<file path="src/rtl/pll_lock_supervisor.sv">
`default_nettype none
// ============================================================================
// Module      : pll_lock_supervisor
// Description : Synchronises the raw PLL lock flag, holds a downstream
//               active-low reset until lock has been continuously stable,
//               enforces a minimum re-reset window after lock loss and
//               keeps a saturating lock-loss event counter for debug.
// Revision    : 1.0 - initial release
// ============================================================================
module pll_lock_supervisor #(
    parameter int SYNC_STAGES   = 2,
    parameter int STABLE_CYCLES = 1024,
    parameter int HOLD_CYCLES   = 16
) (
    input  logic       clock,
    input  logic       resetn,
    input  logic       locked,
    input  logic       clear_count,
    output logic       sys_resetn,
    output logic       ready,
    output logic       lock_lost,
    output logic [7:0] lock_lost_count
);

    // One counter serves both the STABLE and HOLD windows, so it is sized
    // for whichever of the two is longer.
    localparam int C_MAX_CYCLES = (STABLE_CYCLES > HOLD_CYCLES) ? STABLE_CYCLES : HOLD_CYCLES;
    localparam int C_CNT_W      = $clog2(C_MAX_CYCLES + 1);

    localparam logic [C_CNT_W-1:0] C_STABLE_LAST = C_CNT_W'(STABLE_CYCLES - 1);
    localparam logic [C_CNT_W-1:0] C_HOLD_LAST   = C_CNT_W'(HOLD_CYCLES - 1);
    localparam logic [C_CNT_W-1:0] C_CNT_ONE     = C_CNT_W'(1);
    localparam logic [7:0]         C_COUNT_MAX   = 8'hFF;

    typedef enum logic [1:0] {
        S_WAIT_LOCK = 2'd0,
        S_STABLE    = 2'd1,
        S_RUN       = 2'd2,
        S_HOLD      = 2'd3
    } state_t;

    logic [SYNC_STAGES-1:0] r_sync;
    logic                   w_locked_s;

    state_t                 r_state;
    state_t                 w_state_nxt;
    logic [C_CNT_W-1:0]     r_cnt;
    logic [C_CNT_W-1:0]     w_cnt_nxt;
    logic                   w_loss_event;

    logic                   r_sys_resetn;
    logic                   r_ready;
    logic                   r_lock_lost;
    logic [7:0]             r_count;
    logic [7:0]             w_count_nxt;

    // Multi-flop synchroniser for the asynchronous lock flag; stage 0 captures first.
    always_ff @(posedge clock or negedge resetn) begin
        if (!resetn) begin
            r_sync <= '0;
        end else begin
            r_sync <= {r_sync[SYNC_STAGES-2:0], locked};
        end
    end

    assign w_locked_s = r_sync[SYNC_STAGES-1];

    // Next-state and shared-counter logic; HOLD deliberately ignores lock so
    // the re-reset window always runs to completion.
    always_comb begin
        w_state_nxt  = r_state;
        w_cnt_nxt    = r_cnt;
        w_loss_event = 1'b0;
        case (r_state)
            S_WAIT_LOCK: begin
                if (w_locked_s) begin
                    w_state_nxt = S_STABLE;
                    w_cnt_nxt   = '0;
                end
            end
            S_STABLE: begin
                if (!w_locked_s) begin
                    w_state_nxt = S_WAIT_LOCK;
                end else if (r_cnt == C_STABLE_LAST) begin
                    w_state_nxt = S_RUN;
                end else begin
                    w_cnt_nxt = r_cnt + C_CNT_ONE;
                end
            end
            S_RUN: begin
                if (!w_locked_s) begin
                    w_state_nxt  = S_HOLD;
                    w_cnt_nxt    = '0;
                    w_loss_event = 1'b1;
                end
            end
            S_HOLD: begin
                if (r_cnt == C_HOLD_LAST) begin
                    w_state_nxt = S_WAIT_LOCK;
                end else begin
                    w_cnt_nxt = r_cnt + C_CNT_ONE;
                end
            end
            default: begin
                w_state_nxt = S_WAIT_LOCK;
                w_cnt_nxt   = '0;
            end
        endcase
    end

    // Saturating event counter; a clear in the same cycle as an event still keeps that event.
    always_comb begin
        w_count_nxt = r_count;
        if (clear_count) begin
            w_count_nxt = w_loss_event ? 8'd1 : 8'd0;
        end else if (w_loss_event && (r_count != C_COUNT_MAX)) begin
            w_count_nxt = r_count + 8'd1;
        end
    end

    // State, counter and outputs share one register stage so reset/ready track the state exactly.
    always_ff @(posedge clock or negedge resetn) begin
        if (!resetn) begin
            r_state      <= S_WAIT_LOCK;
            r_cnt        <= '0;
            r_sys_resetn <= 1'b0;
            r_ready      <= 1'b0;
            r_lock_lost  <= 1'b0;
            r_count      <= 8'd0;
        end else begin
            r_state      <= w_state_nxt;
            r_cnt        <= w_cnt_nxt;
            r_sys_resetn <= (w_state_nxt == S_RUN);
            r_ready      <= (w_state_nxt == S_RUN);
            r_lock_lost  <= w_loss_event;
            r_count      <= w_count_nxt;
        end
    end

    assign sys_resetn      = r_sys_resetn;
    assign ready           = r_ready;
    assign lock_lost       = r_lock_lost;
    assign lock_lost_count = r_count;

endmodule
`default_nettype wire

</file>
<file path="config.mk">
export PLATFORM = sky130hd
export DESIGN_NAME = pll_lock_supervisor
export DESIGN_NICKNAME = d
export VERILOG_FILES = /design/src/rtl/pll_lock_supervisor.sv
export SDC_FILE = /design/constraint.sdc
export NUM_CORES = 1
export LEC_CHECK = 0
export CAP_MARGIN = 0
export CORE_AREA = 5 5 106 68
export CTS_BUF_LIST = sky130_fd_sc_hd__clkbuf_8
export DETAILED_ROUTE_END_ITERATION = 16
export DIE_AREA = 0 0 111 73
export SYNTH_ARGS = -nofsm -noshare
export SYNTH_HDL_FRONTEND = slang
export SYNTH_SLANG_ARGS = --single-unit
</file>
<file path="constraint.sdc">
create_clock -name clock -period 1.9 [get_ports clock]
set_clock_uncertainty 0.05 [all_clocks]
set_input_delay 0.38 -clock clock [delete_from_list [all_inputs] [get_ports clock]]
set_output_delay 0.38 -clock clock [all_outputs]
set_load 0.01 [all_outputs]
</file>
==> results of run 1 <==
[metrics by stage]
step	power, mW	instances	util [%]	setup WS, ps	hold WS, ps
final	0.944	238	26.4	78.2	320
after global routing	0.990	238	26.4	8.17	337
after CTS	0.964	238	26.4	57.4	320
after detailed placement	0.640	234	25.6	64.8	298
after global placement	0.638	234	25.6	97.8	290
after floorplan	0.608	130	-	82.8	34.4
[timing repair]
item / CTS / global route
gates resized for setup: 0 / 2
setup endpoints to repair: 0 / 2
setup buffers: 0 / 0
endpoints found under the hold margin: 0 / 0
hold buffers: 0 / 0
[sequential cells by signal (all words and copies together), names as in the netlist]
name             flops
r_cnt               11
r_sync               2
lock_lost            1
r_state              2
ready                1
lock_lost_count      8
[layer usage]
metal | up-vias | track usage, %
li1 | 524 | -
met1 | 500 | 10.9
met4 | 0 | 2.87
met3 | 2 | 2.15
met2 | 22 | 11.1
met5 | - | 0
[area by class of cell]
cell class,instances,area (µm²)
Clock buffer,3,41.3
Clock inverter,1,5.00
Fill cell,680,4640
Inverter,3,11.3
Multi-Input combinational cell,95,654
Sequential cell,25,626
Tap cell,87,109
Timing Repair Buffer,24,215
[cell families (layout without fill, tap and decap cells)]
logic type,after synthesis,count (layout),share of synthesized area [%]
AO/OA/AOI/OAI,38,38,21.9
XOR/XNOR,3,3,1.94
adder cells (fa/ha/maj),2,2,1.85
buffers and inverters,10,31,5.54
flip-flops,25,25,46.2
multiplexers,2,2,1.75
AND/OR/NAND/NOR,50,50,20.9
[worst paths after layout]
path,to,depth (start not counted),slack (ps),from
max,r_cnt[2],7,80,r_cnt[1]
min,r_sync[1],0,320,r_sync[0]
max reg2reg,r_cnt[2],7,80,r_cnt[1]
min reg2reg,r_sync[1],0,320,r_sync[0]
max in group asynchronous,lock_lost_count[6],2,1130,resetn
min in group asynchronous,r_cnt[4],2,420,resetn
[Yosys cell counts (all sizes together)]
master  instances  area share [%]
dfrtp          25              46
o21ai          14             5.7
nand2          13             3.6
nor2            8             2.2
buf             7             4.7
o31ai           6             5.5
a21oi           5             1.8
nand3           5             1.8
a31oi           4             1.8
nand4           4             1.8
and2            3             1.4
and3            3             1.4
inv             3            0.83
nand2b          3             1.9
a41oi           2             1.8
and4            2             1.3
ha              2             1.8
mux2i           2             1.8
nor2b           2            0.92
nor4            2            0.92
o211ai          2             1.5
o21a            2             1.1
xor2            2             1.3
a211o           1            0.65
a311oi          1            0.65
and4b           1            0.74
nand3b          1            0.55
nor3            1            0.37
nor3b           1             1.4
o41ai           1             1.2
or3             1            0.46
xnor2           1            0.65
[power breakdown]
part	internal, mW	total [mW]	switching (mW)
combinational	0.0300	0.0725	0.0425
sequential	0.542	0.556	0.0134
clock	0.147	0.316	0.169
[worst max-delay path, cell delays in order, from the launching register on]
cell,delay [ps]
dfrtp_1,420
ha_1,200
and4b_1,210
a41oi_1,240
mux2i_2,100
buf_4,190
o21ai_0,220
o21ai_2,70
==> results.sh, run 1 <==
export IMPL_status="complete, no violations"
export IMPL_fp_dieH_um=73
export IMPL_wl_met1_um=1510
export IMPL_dp_hpwl_um=2120
export IMPL_ys_ff_latch=25
export IMPL_grt_first_pass_wirelength_um=5050
export IMPL_clk_latency_ps=270
export IMPL_drt_initial_drc_count=61
export IMPL_slew_viol_final=0
export IMPL_hold_viol_final=0
export IMPL_synthCells=130
export IMPL_dr_wl_met3_um=131
export IMPL_crit_type="register to register"
export IMPL_grt_pass1_vias=1022
export IMPL_syn_nets=136
export IMPL_endpoint_kind="register"
export IMPL_hold_class="register to register"
export IMPL_fmax_mhz=549
export IMPL_cts_tree="built"
export IMPL_cts_buffers=3
export IMPL_drt_wirelength_per_cell_um=12.1
export IMPL_ys_warn_count=0
export IMPL_drt_total_wl_um=2890
export IMPL_rsz0062_at_grt="false"
export IMPL_grt_max_degree=26
export IMPL_power_density_nw_per_um2=568
export IMPL_wl_met2_um=1210
export IMPL_syn_cell_area_um2=1360
export IMPL_clockRootBuffer="clkbuf_8"
export IMPL_cts_sinks=25
export IMPL_finalSetupViolations=0
export IMPL_dpl_cell_area_um2=1620
export IMPL_ant_nets=0
export IMPL_setup_tns_final_ps=0
export IMPL_track_usage_pct=7.68
export IMPL_ctsLongestPathBuffers=2
export IMPL_h_tree_depth=1
export IMPL_vdd_ir_drop_max_mv=0.235
export IMPL_path_clk_slew_ps=80
export IMPL_start_util_pct=21.5
export IMPL_layout_commonest_cell="dfrtp_1"
export IMPL_area_delta_synth_final_pct=22.6
export IMPL_arrival_ps=1930
export IMPL_drive_gt1_share_pct=19.2
export IMPL_overflow=0
export IMPL_layout_nets=158
export IMPL_mostFrequentLayoutCells="25 x dfrtp_1, 14 x clkdlybuf4s50_1, 13 x nand2_1"
export IMPL_drtPass1Iterations=4
export IMPL_io_pins=15
export IMPL_place_gp_congestion=0.775
export IMPL_port_buffer_count=14
export IMPL_vias_per_cell=4.40
export IMPL_drc=0
export IMPL_design_area_um2=1660
export IMPL_ys_seq_area_share_pct=46.2
export IMPL_worstPathRequired_ps=2010
export IMPL_num_antenna_cells=0
export IMPL_coreArea_um2=6300
export IMPL_crit_fanout=13
export IMPL_rows=23
export IMPL_startpoint_type="register"
export IMPL_dieArea_um2=8100
export IMPL_die_x_um=111
export IMPL_maxCapViolCount=0
export IMPL_min_period_ps=1820
export IMPL_avgSynthCellArea_um2=10.4
export IMPL_slew_headroom_pct=73.0
export IMPL_highest_layer="met4"
export IMPL_p_leak_nw=0.701
export IMPL_synth_distinct_cells=42
export IMPL_antenna_found_initial=0
export IMPL_worst_pin_slew_ps=405
export IMPL_via_count=1048
export IMPL_final_period_utilization_pct=95.9
Power figures use the tool's default switching activity.
==> run 2: changes to the inputs <==
--- a/config.mk
+++ b/config.mk
@@ -10,6 +10,7 @@
 export CTS_BUF_LIST = sky130_fd_sc_hd__clkbuf_8
 export DETAILED_ROUTE_END_ITERATION = 16
 export DIE_AREA = 0 0 111 73
+export RECOVER_POWER = 100
 export SYNTH_ARGS = -nofsm -noshare
 export SYNTH_HDL_FRONTEND = slang
 export SYNTH_SLANG_ARGS = --single-unit
==> run 2 against run 1 <==
Sequential power barely moved. Maximum frequency increased by 1.1%. Flip-flop and latch count unchanged. Cell count unchanged. Via count is 0.95% higher. Clock power about the same. Global-route usage did not move. Combinational power down 3%. Register-to-register slack improved by 20 ps. Cell area is 0.53% lower. Critical endpoint unchanged. Worst hold slack barely moved. Worst setup slack improved by 20 ps.
==> results.sh, run 2 (same netlist as run 1, synthesis figures left out) <==
export IMPL_pwr_share_seq_pct=58.9
export IMPL_place_gp_congestion=0.775
export IMPL_timing_rr_end="r_cnt[2]"
export IMPL_min_period_ps=1800
export IMPL_multi_input_area_um2=654
export IMPL_p_sw_mw=0.226
export IMPL_startpoint_type="register"
export IMPL_track_usage_pct=7.68
export IMPL_min_from="r_sync[0]"
export IMPL_hold_buffers=0
export IMPL_ctsLongestPathBuffers=2
export IMPL_final_period_utilization_pct=94.9
export IMPL_holdPathStages=0
export IMPL_layout_commonest_cell="dfrtp_1"
export IMPL_finalSetupViolations=0
export IMPL_via_count=1058
export IMPL_hold_class="register to register"
export IMPL_clockRootBuffer="clkbuf_8"
export IMPL_mostFrequentLayoutCells="25 x dfrtp_1, 13 x nand2_1, 13 x dlygate4sd3_1"
export IMPL_path_clk_slew_ps=80
export IMPL_p_clk_share_pct=33.6
export IMPL_fmax_mhz=555
export IMPL_drt_wirelength_per_cell_um=12.2
export IMPL_crit_type="register to register"
export IMPL_io_pins=15
export IMPL_dp_hpwl_um=2120
export IMPL_die_x_um=111
export IMPL_postCtsSetupBuffers=0
export IMPL_drt_initial_drc_count=67
export IMPL_largest_reg_flops=11
export IMPL_clk_latency_ps=270
export IMPL_drt_total_wl_um=2890
export IMPL_ff_latch_area_um2=626
export IMPL_regMostFlops="r_cnt"
export IMPL_grt_pass1_vias=1022
export IMPL_switching_share_pct=23.9
export IMPL_p_leak_nw=0.736
export IMPL_endpoint_kind="register"
export IMPL_vdd_ir_drop_max_mv=0.237
export IMPL_overflow=0
export IMPL_fin_cells=238
export IMPL_fp_dieH_um=73
export IMPL_coreArea_um2=6300
export IMPL_fillers=680
export IMPL_pwr_share_comb_pct=7.5
export IMPL_start_util_pct=21.5
export IMPL_grt_max_degree=26
export IMPL_status="complete, no violations"
export IMPL_layout_nets=158
export IMPL_drc=0
export IMPL_p_int_mw=0.717
export IMPL_slew_headroom_pct=57.7
export IMPL_holdPathEnd="r_sync[1]"
export IMPL_cts_buffers=3
export IMPL_maxCapViolCount=0
export IMPL_hold_viol_final=0
export IMPL_dieArea_um2=8100
export IMPL_antenna_found_initial=0
export IMPL_worstPathRequired_ps=2010
export IMPL_rows=23
export IMPL_vias_per_cell=4.45
export IMPL_ff2ff_setup_slack_ps=100
export IMPL_drtPass1Iterations=4
export IMPL_drive_gt1_share_pct=18.5
export IMPL_area_delta_synth_final_pct=22.0
export IMPL_arrival_ps=1910
export IMPL_worst_pin_slew_ps=634
export IMPL_rsz0062_at_grt="false"
export IMPL_reg2reg_depth=7
export IMPL_ant_nets=0
export IMPL_cts_tree="built"
export IMPL_setup_tns_final_ps=0
export IMPL_cts_sinks=25
export IMPL_h_tree_depth=1
export IMPL_r2r_start="r_cnt[1]"
export IMPL_slew_viol_final=0
export IMPL_port_buffer_count=14
export IMPL_grt_first_pass_wirelength_um=5050
export IMPL_crit_fanout=13
export IMPL_num_antenna_cells=0
export IMPL_power_density_nw_per_um2=570
export IMPL_placed_cells=234
-- run 2: cell types whose count changed in the layout (fill, tap and decap cells not counted), sizes merged --
cell and delta:
buf -3, dlygate4sd3 +13, clkbuf +3, clkdlybuf4s50 -13
-- run 2: how the worst max path moves through the flow --
stage / startpoint / to / depth (start not counted)
2_1_floorplan: r_cnt[0] / r_cnt[5] / 7
3_3_place_gp: r_cnt[1] / r_cnt[3] / 7
3_5_place_dp: r_cnt[1] / r_cnt[3] / 7
4_1_cts: r_cnt[1] / r_cnt[4] / 7
5_1_grt: r_cnt[4] / r_state[1] / 5
6_report: r_cnt[1] / r_cnt[2] / 7
-- run 2: power groups by stage --
stage,logic (mW),registers (mW),clock network (mW)
3_3_place_gp,0.0725,0.565,0
5_1_grt,0.0808,0.557,0.351
6_report,0.0705,0.556,0.317
4_1_cts,0.0738,0.555,0.335
2_1_floorplan,0.0453,0.562,0
3_5_place_dp,0.0737,0.566,0
-- run 2: repair_timing --
| item | in CTS | in global routing |
|---|---|---|
| setup endpoints to repair | 0 | 2 |
| hold endpoints to repair | 0 | 0 |
| resized for setup | 0 | 2 |
-- run 2: cell type report --
type / count / share of cell area, %
clock buffer: 3 / 2.50
clock inverter: 1 / 0.303
inverter: 3 / 0.681
multi-input combinational: 95 / 39.6
sequential: 25 / 37.9
tap: 87 / 6.59
timing repair buffer: 24 / 12.5
-- run 2: routing by layer --
metal	up-vias	part of all wire [%]	track usage [%]
li1	524	-	-
met1	511	52	10.9
met2	21	41	11.1
met3	2	4.7	2.15
met4	0	1.4	2.87
met5	-	0	0
-- run 2: worst max-delay path: stages (launching register included) --
cell and delay [ps]:
dfrtp_1 420, ha_1 200, and4b_1 210, a41oi_1 240, mux2i_2 100, buf_4 190, o21ai_0 210, o21ai_2 70
-- run 2: per-stage QoR --
stage	util [%]	total power, mW	hold WS [ps]	instance area [µm²]	setup WS (ps)
after global routing	26.2	0.989	337	1650	8.98
after global placement	25.6	0.638	290	1620	97.8
final	26.2	0.943	320	1650	97.8
after CTS	26.4	0.964	320	1660	57.4
after detailed placement	25.6	0.640	298	1620	64.8
after floorplan	-	0.608	34.4	1360	82.8
==> RTL edit: new RTL, flow settings as in run 2 <==
Register the output `lock_lost_count` once more, without a reset; this adds one clock of latency there. The other outputs are not delayed to match.
--- a/src/rtl/pll_lock_supervisor.sv
+++ b/src/rtl/pll_lock_supervisor.sv
@@ -141,5 +141,7 @@
     assign ready           = r_ready;
     assign lock_lost       = r_lock_lost;
-    assign lock_lost_count = r_count;
+    always_ff @(posedge clock) begin
+        lock_lost_count <= r_count;
+    end
 
 endmodule
Formal check against the unedited RTL: same outputs for any inputs over 10 cycles, from zero or initial values and one cycle with resetn low; that may be too few to reach the edited logic, so the function may still have changed.
==> RTL edit against run 2 <==
Worst setup slack worse by 3.4 ps; sequential cell count up 8; count of clock-buffer cells in the layout up 3; combinational power up 19%; final area up 14%; wire length up 2.7%; clock power up 65%; die area unchanged; power up 41%; synthesized area up 11%; critical path type unchanged.
==> RTL edit: results (changes against run 2) <==
Multi-input gate area: 664 um2 (was 654 um2)
Hold Path End: r_sync[1]$_DFF_PN0_ (unchanged)
Gr usage total: 0.0781 (was 0.0768)
Sequential share of the synthesized area: 0.522 (was 0.462)
DR top layer: met4 (unchanged)
WL/cell: 11.9 um (was 12.2 um)
Ant. Diodes: 0 (unchanged)
Top cells by count, synth: 25 x dfrtp_1, 12 x nand2_1, 9 x nor2_1 (was 25 x dfrtp_1, 13 x nand2_1, 9 x o21ai_1)
Synth cell types: 40 (was 42)
M3 GR Usage: 0.0282 (was 0.0215)
Crit-path max FO: 6 (was 13)
Post-DP HPWL: 2080 um (was 2120 um)
Setup bufs post-CTS: 0 (unchanged)
Metal2 WL: 1150 um (was 1200 um)
Nonclk inv count: 5 (was 3)
Share of cells above drive strength 1: 0.202 (was 0.185)
Top cell type's share of synthesized area: 0.416 (was 0.462)
Met1 wire length: 1610 um (was 1520 um)
Peak supply drop: 0.238 mV (was 0.237 mV)
Layout fillers: 653 (was 680)
Clock-cell share of area: 0.0480 (was 0.0280)
Status: finished clean (unchanged)
Post-synth ARST share: 0.758 (was 1.00)
Cts bufs inserted: 5 (was 3)
Pleak: 0.000837 uW (was 0.000736 uW)
R2R Setup Slk: 90 ps
CLK BUF: 6 (was 3)
Clock power share: 0.395 (was 0.336)
M2 GR Usage: 0.103 (was 0.111)
Via count: 1085 (was 1058)
FF+latch count: 33 (was 25)
Worst R2R End: r_cnt[2]$_DFFE_PN0P_ (unchanged)
Comb_multi_in: 93 (was 95)
Routability cong.: 0.816 (was 0.775)
NonClk Buf Share: 0.111 (was 0.125)
Met1 GRT Util: 0.111 (was 0.109)
Plain + repair buffers: 24 (unchanged)
CP top delay family: compound AO/OA/AOI/OAI gates (unchanged)
Crit path arrival time: 1920 ps
CTS H-tree depth: 2 (was 1)
DR WL met3: 168 um (was 135 um)
IO buf count: 14 (unchanged)
DRT Pass-1 Iters: 4 (unchanged)
Actual transition at the worst max-transition pin: 643 ps (was 634 ps)
Combinational Power Share: 0.063 (was 0.075)
Fin nets: 168 (was 158)
Switching share of total power: 0.225 (was 0.239)
Vias in the first global route: 1036 (was 1022)
Ranking of synthesized cells by area: dfrtp_1 42%, dfxtp_1 11%, o31ai_2 5.0% (was dfrtp_1 46%, o31ai_2 5.5%, nand2_1 3.6%)
CTS Buffer Depth: 2 (unchanged)
Sequential cell area: 786 um2 (was 626 um2)
DR iter-0 viols: 37 (was 67)
First-pass GRT wire length: 5110 um (was 5050 um)
Syn nets: 143 (was 136)
-- RTL edit: cell count changes in the layout (fill, tap and decap cells not counted), moves of 3 or more --
cell,before,now
dfxtp_1,0,8
clkbuf_8,3,6
xor2_1,2,5
inv_1,2,6
a21oi_1,5,2
-- RTL edit: cells by family after synthesis --
| family | synth area share |
|---|---|
| AND/OR/NAND/NOR | 0.176 |
| AO/OA/AOI/OAI | 0.186 |
| flip-flops | 0.522 |
| buffers and inverters | 0.0532 |
| XOR/XNOR | 0.0291 |
| multiplexers | 0.0158 |
| adder cells (fa/ha/maj) | 0.0166 |
-- RTL edit: per-stage QoR --
step	total power [uW]	std cells	hold slack (ps)	setup WS, ps	cell area [um2]
finish	1330	250	328	94.5	1880
global route	1390	250	336	-15.3	1880
CTS	1350	249	327	14.4	1860
detailed placement	814	241	310	78.9	1770
global placement	812	241	298	120	1770
floorplan	777	137	34.4	82.1	1500
-- RTL edit: timing repair --
action,CTS,global route
setup endpoints to repair,0,9
hold buffers,0,0
resized for setup,0,5
